### config.mk
export PLATFORM = sky130hd
export DESIGN_NAME = carry_gen_full_adder
export DESIGN_NICKNAME = d
export VERILOG_FILES = /design/src/rtl/carry_gen_full_adder.sv
export SDC_FILE = /design/constraint.sdc
export NUM_CORES = 1
export LEC_CHECK = 0
export ABC_CLOCK_PERIOD_IN_PS = 2100
export CAP_MARGIN = 10
export CORE_MARGIN = 2
export CORE_UTILIZATION = 35
export DETAILED_ROUTE_END_ITERATION = 8
export PLACE_DENSITY_LB_ADDON = 0.12
export SKIP_LAST_GASP = 1
export SYNTH_ARGS = -nofsm -noshare
export SYNTH_HDL_FRONTEND = slang
export SYNTH_HIERARCHICAL = 1
export SYNTH_SLANG_ARGS = --single-unit
### constraint.sdc
create_clock -name clk -period 2.1 [get_ports clk]
set_input_delay 0.21 -clock clk [delete_from_list [all_inputs] [get_ports clk]]
set_output_delay 0.21 -clock clk [all_outputs]
set_load 0.02 [all_outputs]
### src/rtl/carry_gen_full_adder.sv
// carry_gen_full_adder: registered 4-bit ALU slice (ADD/XOR, AND, OR, RSHFT)
// built from four full-adder cells and a parallel carry-lookahead generator.
// Optional feature macro: CARRY_GEN_B_INV_EN adds the b_inv port so that
// operand B can be inverted (subtraction = ADD with b_inv = 1, carry_in = 1).

// One full-adder cell: local generate, propagate and sum for a single bit
module carry_gen_fa_cell (
   input  logic a,
   input  logic b,
   input  logic ci,
   output logic g,
   output logic p,
   output logic s
);
   assign g = a & b;
   assign p = a ^ b;
   assign s = p ^ ci;
endmodule

// 4-bit carry-lookahead generator, every carry a flat sum of products
module carry_gen_cla4 (
   input  logic [3:0] g,
   input  logic [3:0] p,
   input  logic       c0,
   output logic [4:0] carry
);
   assign carry[0] = c0;
   assign carry[1] = g[0]
                   | (p[0] & c0);
   assign carry[2] = g[1]
                   | (p[1] & g[0])
                   | (p[1] & p[0] & c0);
   assign carry[3] = g[2]
                   | (p[2] & g[1])
                   | (p[2] & p[1] & g[0])
                   | (p[2] & p[1] & p[0] & c0);
   assign carry[4] = g[3]
                   | (p[3] & g[2])
                   | (p[3] & p[2] & g[1])
                   | (p[3] & p[2] & p[1] & g[0])
                   | (p[3] & p[2] & p[1] & p[0] & c0);
endmodule

module carry_gen_full_adder (
   input  logic       clk,
   input  logic       rst_n,
   input  logic       in_valid,
   input  logic [3:0] d1,
   input  logic [3:0] d2,
   input  logic       carry_in,
   input  logic       carry_disable,
   input  logic [1:0] cmd,
`ifdef CARRY_GEN_B_INV_EN
   input  logic       b_inv,
`endif
   output logic       out_valid,
   output logic [3:0] res,
   output logic       carry_out,
   output logic [3:0] propagate
);

   localparam logic [1:0] CMD_SUM   = 2'b00;
   localparam logic [1:0] CMD_AND   = 2'b01;
   localparam logic [1:0] CMD_OR    = 2'b10;
   localparam logic [1:0] CMD_RSHFT = 2'b11;

   logic [3:0] b;
   logic [3:0] g;
   logic [3:0] p;
   logic [3:0] ci;
   logic [3:0] sum;
   logic [4:0] carry;
   logic [3:0] res_next;

`ifdef CARRY_GEN_B_INV_EN
   assign b = b_inv ? ~d2 : d2;
`else
   assign b = d2;
`endif

   carry_gen_cla4 u_cla (
      .g     (g),
      .p     (p),
      .c0    (carry_in),
      .carry (carry)
   );

   // carry_disable only masks the carries entering the sum bits; the
   // lookahead itself (and so carry_out) is always computed
   assign ci = carry[3:0] & {4{~carry_disable}};

   for (genvar i = 0; i < 4; i++) begin : g_bit
      carry_gen_fa_cell u_fa (
         .a  (d1[i]),
         .b  (b[i]),
         .ci (ci[i]),
         .g  (g[i]),
         .p  (p[i]),
         .s  (sum[i])
      );
   end

   // Select the per-bit result according to the command
   always_comb begin
      res_next = sum;
      case (cmd)
         CMD_SUM:   res_next = sum;
         CMD_AND:   res_next = g;
         CMD_OR:    res_next = d1 | b;
         CMD_RSHFT: res_next = {carry_in, b[3:1]};
         default:   res_next = sum;
      endcase
   end

   // Output register: capture on valid cycles, hold data otherwise
   always_ff @(posedge clk or negedge rst_n) begin
      if (!rst_n) begin
         out_valid <= 1'b0;
         res       <= 4'd0;
         carry_out <= 1'b0;
         propagate <= 4'd0;
      end else begin
         out_valid <= in_valid;
         if (in_valid) begin
            res       <= res_next;
            carry_out <= carry[4];
            propagate <= p;
         end
      end
   end

endmodule

# Word-level counts from Yosys, hierarchy flattened
# Cells that the tools add are included.
# word_totals
register_bits,10
inputBits,15
out_inout_bits,10
wordCells,50
# classes
n_eq_ne,3
mux,1
bitwise,41
reduce_logical,1
# ops
op,n
1-bit AND,20
4-bit case mux with 4 select lines,1
1-bit bitwise OR,10
1-bit bitwise XOR,8
4-bit AND,1
2-bit == test (second input constant),2
4-bit bitwise OR,1
2-bit by 1-bit == test with 1-bit output (second input constant),1
2-bit zero test,1
1-bit NOT,1

# Longest topological paths before layout
# logic_depth
depth_word,8
mapped_depth,8
depth_no_buf,8

# By module
# Netlist, hierarchy kept.
# by_module_without_submodules
mod,instances,cells_each,area_per_inst_um2
carry_gen_full_adder,1,51,541.8
carry_gen_fa_cell,4,2,21.3
carry_gen_cla4,1,6,46.3

# Worst setup path before layout
# OpenSTA, ideal clock, no wires.
# synth_path
kind,input to register
startpoint,input port d1[0]
endpoint,register res[3]
setup_time_ns,0.101
t_arrival_ns,1.556
setup_slack_ns,0.444
stages,8
n_path_buf,0
cell_sequence,ha_1 > a21o_1 > a21o_1 > a21o_1 > nor2b_1 > xor2_1 > o21ai_1 > o32ai_1
# synth_via
elab_chain_cells,7
elab_cells_between_ends,10
cone_classes,mux: 1; bitwise: 9
# synth_lines
element,line,text
from (decl),48,"input logic [3:0] d1,"
1-bit AND / 1-bit bitwise XOR (equally long branches),"15, 16",
1-bit AND (on tied branches),"35, 36",
1-bit bitwise OR / 1-bit AND (equally long branches),"35, 36",
1-bit bitwise OR (*),36,| (p[2] & p[1] & p[0] & c0);
named net carry[3],72,logic [4:0] carry;
4-bit AND (*),90,assign ci = carry[3:0] & {4{~carry_disable}};
named net ci[3],70,logic [3:0] ci;
1-bit bitwise XOR (*),17,assign s = p ^ ci;
named net sum[3],71,logic [3:0] sum;
4-bit case mux with 4 select lines (*),106,case (cmd)
to (signal assigned),125,res <= res_next;
to (decl),57,"output logic [3:0] res,"
# Mark *: on every way through the listed nets, which the timed path passes. The rest lies on a longest branch.
# A chain may end at the register's enable or synchronous reset.

# Worst setup path in the final report
# layout_path
startpoint,input port d1[0]
endpoint,register res[3]
# layout_via
elab_chain_cells,7
elab_cells_between_ends,10
cone_classes,mux: 1; bitwise: 9
# layout_lines
element,line,text
1-bit bitwise XOR,16,assign p = a ^ b;
named net p[0],69,logic [3:0] p;
1-bit AND (2 in a row),36,
1-bit bitwise OR,36,
named net carry[3],72,
4-bit AND,90,
named net ci[3],70,
1-bit bitwise XOR,17,
named net sum[3],71,
4-bit case mux with 4 select lines,106,
# The timed path passes the listed nets, and every way through them passes these cells.

==> impl_metrics.tcl <==
set metrics [dict create \
    firstDrtPassIters 4 \
    post-cts-setup-buffers 0 \
    viasPerCell 4.91 \
    yosys.cell_types.count 18 \
    power_density_nw_per_um2 599 \
    arrival_ps 2020 \
    worst_pin_slew_ps 568 \
    reg2reg_slack_ps 1350 \
    place.gp.congestion 0.748 \
    status "finished clean" \
    stdcell_count 117 \
    grt_pass1_vias 533 \
    hold_viol_final 0 \
    p_sw_w 0.000174 \
    cts_max_level 1 \
    core_area_um2 1760 \
    ant_nets 0 \
    cp.required_ps 2210 \
    diodes 0 \
    die_h_um 47.9 \
    reg2reg_depth 1 \
    tritoncts "built" \
    crit_path_start_kind "input port" \
    synthTopCellsByArea "dfrtp_1 (37%), mux2_2 (8.4%), ha_1 (7.4%), nor2b_1 (7.4%), xor2_1 (5.2%)" \
    cpMostUsedCell "a21o_1" \
    startpoint "d1[0]" \
    rows 15 \
    period_needed_ps 1910 \
    yosys_most_used_dff "dfrtp_1" \
    worst_r2r_startpoint "propagate[1]" \
    numCtsBuffers 3 \
    irDropWorstVdd_uv 345 \
    cts_root_buffer "clkbuf_4" \
    slew_violations 0 \
    synth_edf_count 0 \
    clockPowerShare_pct 21.1 \
    finClkSkew_ps 0 \
    pwr-share-seq_pct 39.5 \
    route.vias.total 575 \
    synth_nets 84 \
    p_comb_share_pct 39.4 \
    synth_top_area_share_pct 37.2 \
    dp_cells 114 \
    area_growth_pct 45.0 \
    synth_common_cells "dfrtp_1 (10), nor2b_1 (8), mux2_2 (5)" \
    min-delay-path-class "input port to async pin" \
    syn_inst 65 \
    worst-path-max-fanout 3 \
    clk_pin_slew_ps 60 \
    ys_seq_area_share_pct 37.2 \
    leakage_nw 0.422 \
    yosysMostFrequentCell "dfrtp_1" \
    endpoint_kind "register" \
    dieWidth_um 47.9 \
    nets 113 \
    dieArea_um2 2290 \
    hold_ws_ps 262 \
    yosys_register_bits 10 \
    setup_viol 0 \
    slowest_stage "clkdlybuf4s50_1" \
    max_cap_viol_count 0 \
    grt_max_degree 15 \
    rsz0062_at_grt "false" \
    path_buf_inv 1 \
    cp_slowest_stage_delay_ps 420 \
    period_share_pct 91.1 \
    intPower_w 0.000411 \
    pre_cts_ws_ps -83.5 \
    drt_iter0_markers 10 \
    drcViolationCount 0 \
    avgSynthCellArea_um2 10.4 \
    switching_share_pct 29.7 \
    holdBufCountCts 0 \
    grt-ovfl-total 0 \
    yosysWarningCount 6 \
    port_buffers 24 \
    dp_hpwl_um 1140 \
    slew-limit-headroom_pct 62.0 \
    fmax_mhz 523 \
    ios 25 \
    routedWlPerCell_um 12.5 \
    grt_pass1_wl_um 2320 \
    fin_setup_tns_ps 0 \
    antenna_found_initial 0 \
    cp_cell_sequence "clkdlybuf4s50_1, ha_1, a21o_1, a21o_1, a21o_1, nor2b_1, xor2_1, o21ai_1, o32ai_2" \
    worstSetupPathType "input port to register" \
    crit_cells 9 \
    async_reset_ff_share_pct 100 \
    cpLargestDelayFamily "compound AO/OA/AOI/OAI gates" \
    syn-cell-area_um2 673 \
    wirelength_um 1470 \
    start_util_pct 38.2 \
    fin_ws_ps 187 \
    fillers 174 \
    drive_above_1_share_pct 15.2 \
    clockBufferDepth 2 \
    grtUsageTotal_pct 14.9 \
    r2r-end "propagate[1]" \
    clk_latency_ps 250 \
    clock-sinks 10 \
    synth_top_cell_by_area "dfrtp_1" \
]
[stage by stage]
step           util, %  cell area, um2  total power (W)
2_1_floorplan        -             673         0.000354
3_3_place_gp      53.6             946         0.000461
3_5_place_dp      53.6             946         0.000463
4_1_cts           54.9             968         0.000590
5_1_grt           55.3             976         0.000624
6_report          55.3             976         0.000585
[cell type report]
cell class / count / area, um2 / area share (%)
clock buffers: 3 / 22.5 / 2.31
repair buffers: 28 / 270 / 27.7
inverters: 4 / 15.0 / 1.54
flip-flops and latches: 10 / 250 / 25.6
multi-input cells: 47 / 387 / 39.6
well taps: 25 / 31.3 / 3.21
[per-layer routing]
| metal | up-vias | GRT usage, % | routed length (um) |
|---|---|---|---|
| met5 | - | 0 | 0 |
| met4 | 0 | 8.11 | 13 |
| met3 | 2 | 2.26 | 90 |
| met2 | 17 | 21.3 | 620 |
| met1 | 268 | 21.3 | 741 |
| li1 | 288 | - | - |
[registers in the layout, summed over array words and instances, names as in the netlist]
register,count
carry_out,1
res,4
propagate,4
out_valid,1
[power groups by stage]
| stage | clock network [W] | logic, W | registers [W] |
|---|---|---|---|
| global placement | 0 | 0.000227 | 0.000234 |
| global route | 0.000140 | 0.000250 | 0.000234 |
| finish | 0.000123 | 0.000230 | 0.000231 |
| floorplan | 0 | 0.0000868 | 0.000267 |
| detailed placement | 0 | 0.000228 | 0.000235 |
| CTS | 0.000128 | 0.000230 | 0.000232 |
[cell usage in the layout (no fill, tap or decap), drive strengths merged]
master         instances
clkdlybuf4s50         24
mux2                   5
nor3                   4
xor2                   4
a21o                   4
o21a                   4
dfrtp                 10
inv                    4
a31o                   1
clkbuf                 3
o32ai                  4
buf                    4
nor3b                  4
o21ai                  4
nor2b                  8
or2                    1
ha                     4
[how the worst max path moves through the flow]
stage          slack [ps]     end
6_report              190  res[3]
5_1_grt                40  res[3]
4_1_cts               180  res[3]
3_5_place_dp          -80  res[3]
3_3_place_gp          -50  res[3]
2_1_floorplan         440  res[3]
[kinds of logic (layout without fill, tap and decap cells)]
kind of cell | count (synthesis) | after routing | synth area share (%)
buffers and inverters | 8 | 35 | 6.51
xor gates and xnor gates | 4 | 4 | 5.20
and+or+nand+nor | 17 | 17 | 15.8
muxes | 5 | 5 | 8.36
adders and majority gates | 4 | 4 | 7.44
AOI/OAI and AO/OA | 17 | 17 | 19.5
DFF | 10 | 10 | 37.2
[timing repair]
item | 4_1_cts | 5_1_grt
setup endpoints to repair | 0 | 1
gates resized for setup | 0 | 1
endpoints found under the hold margin | 0 | 0
Power figures use the tool's default switching activity.
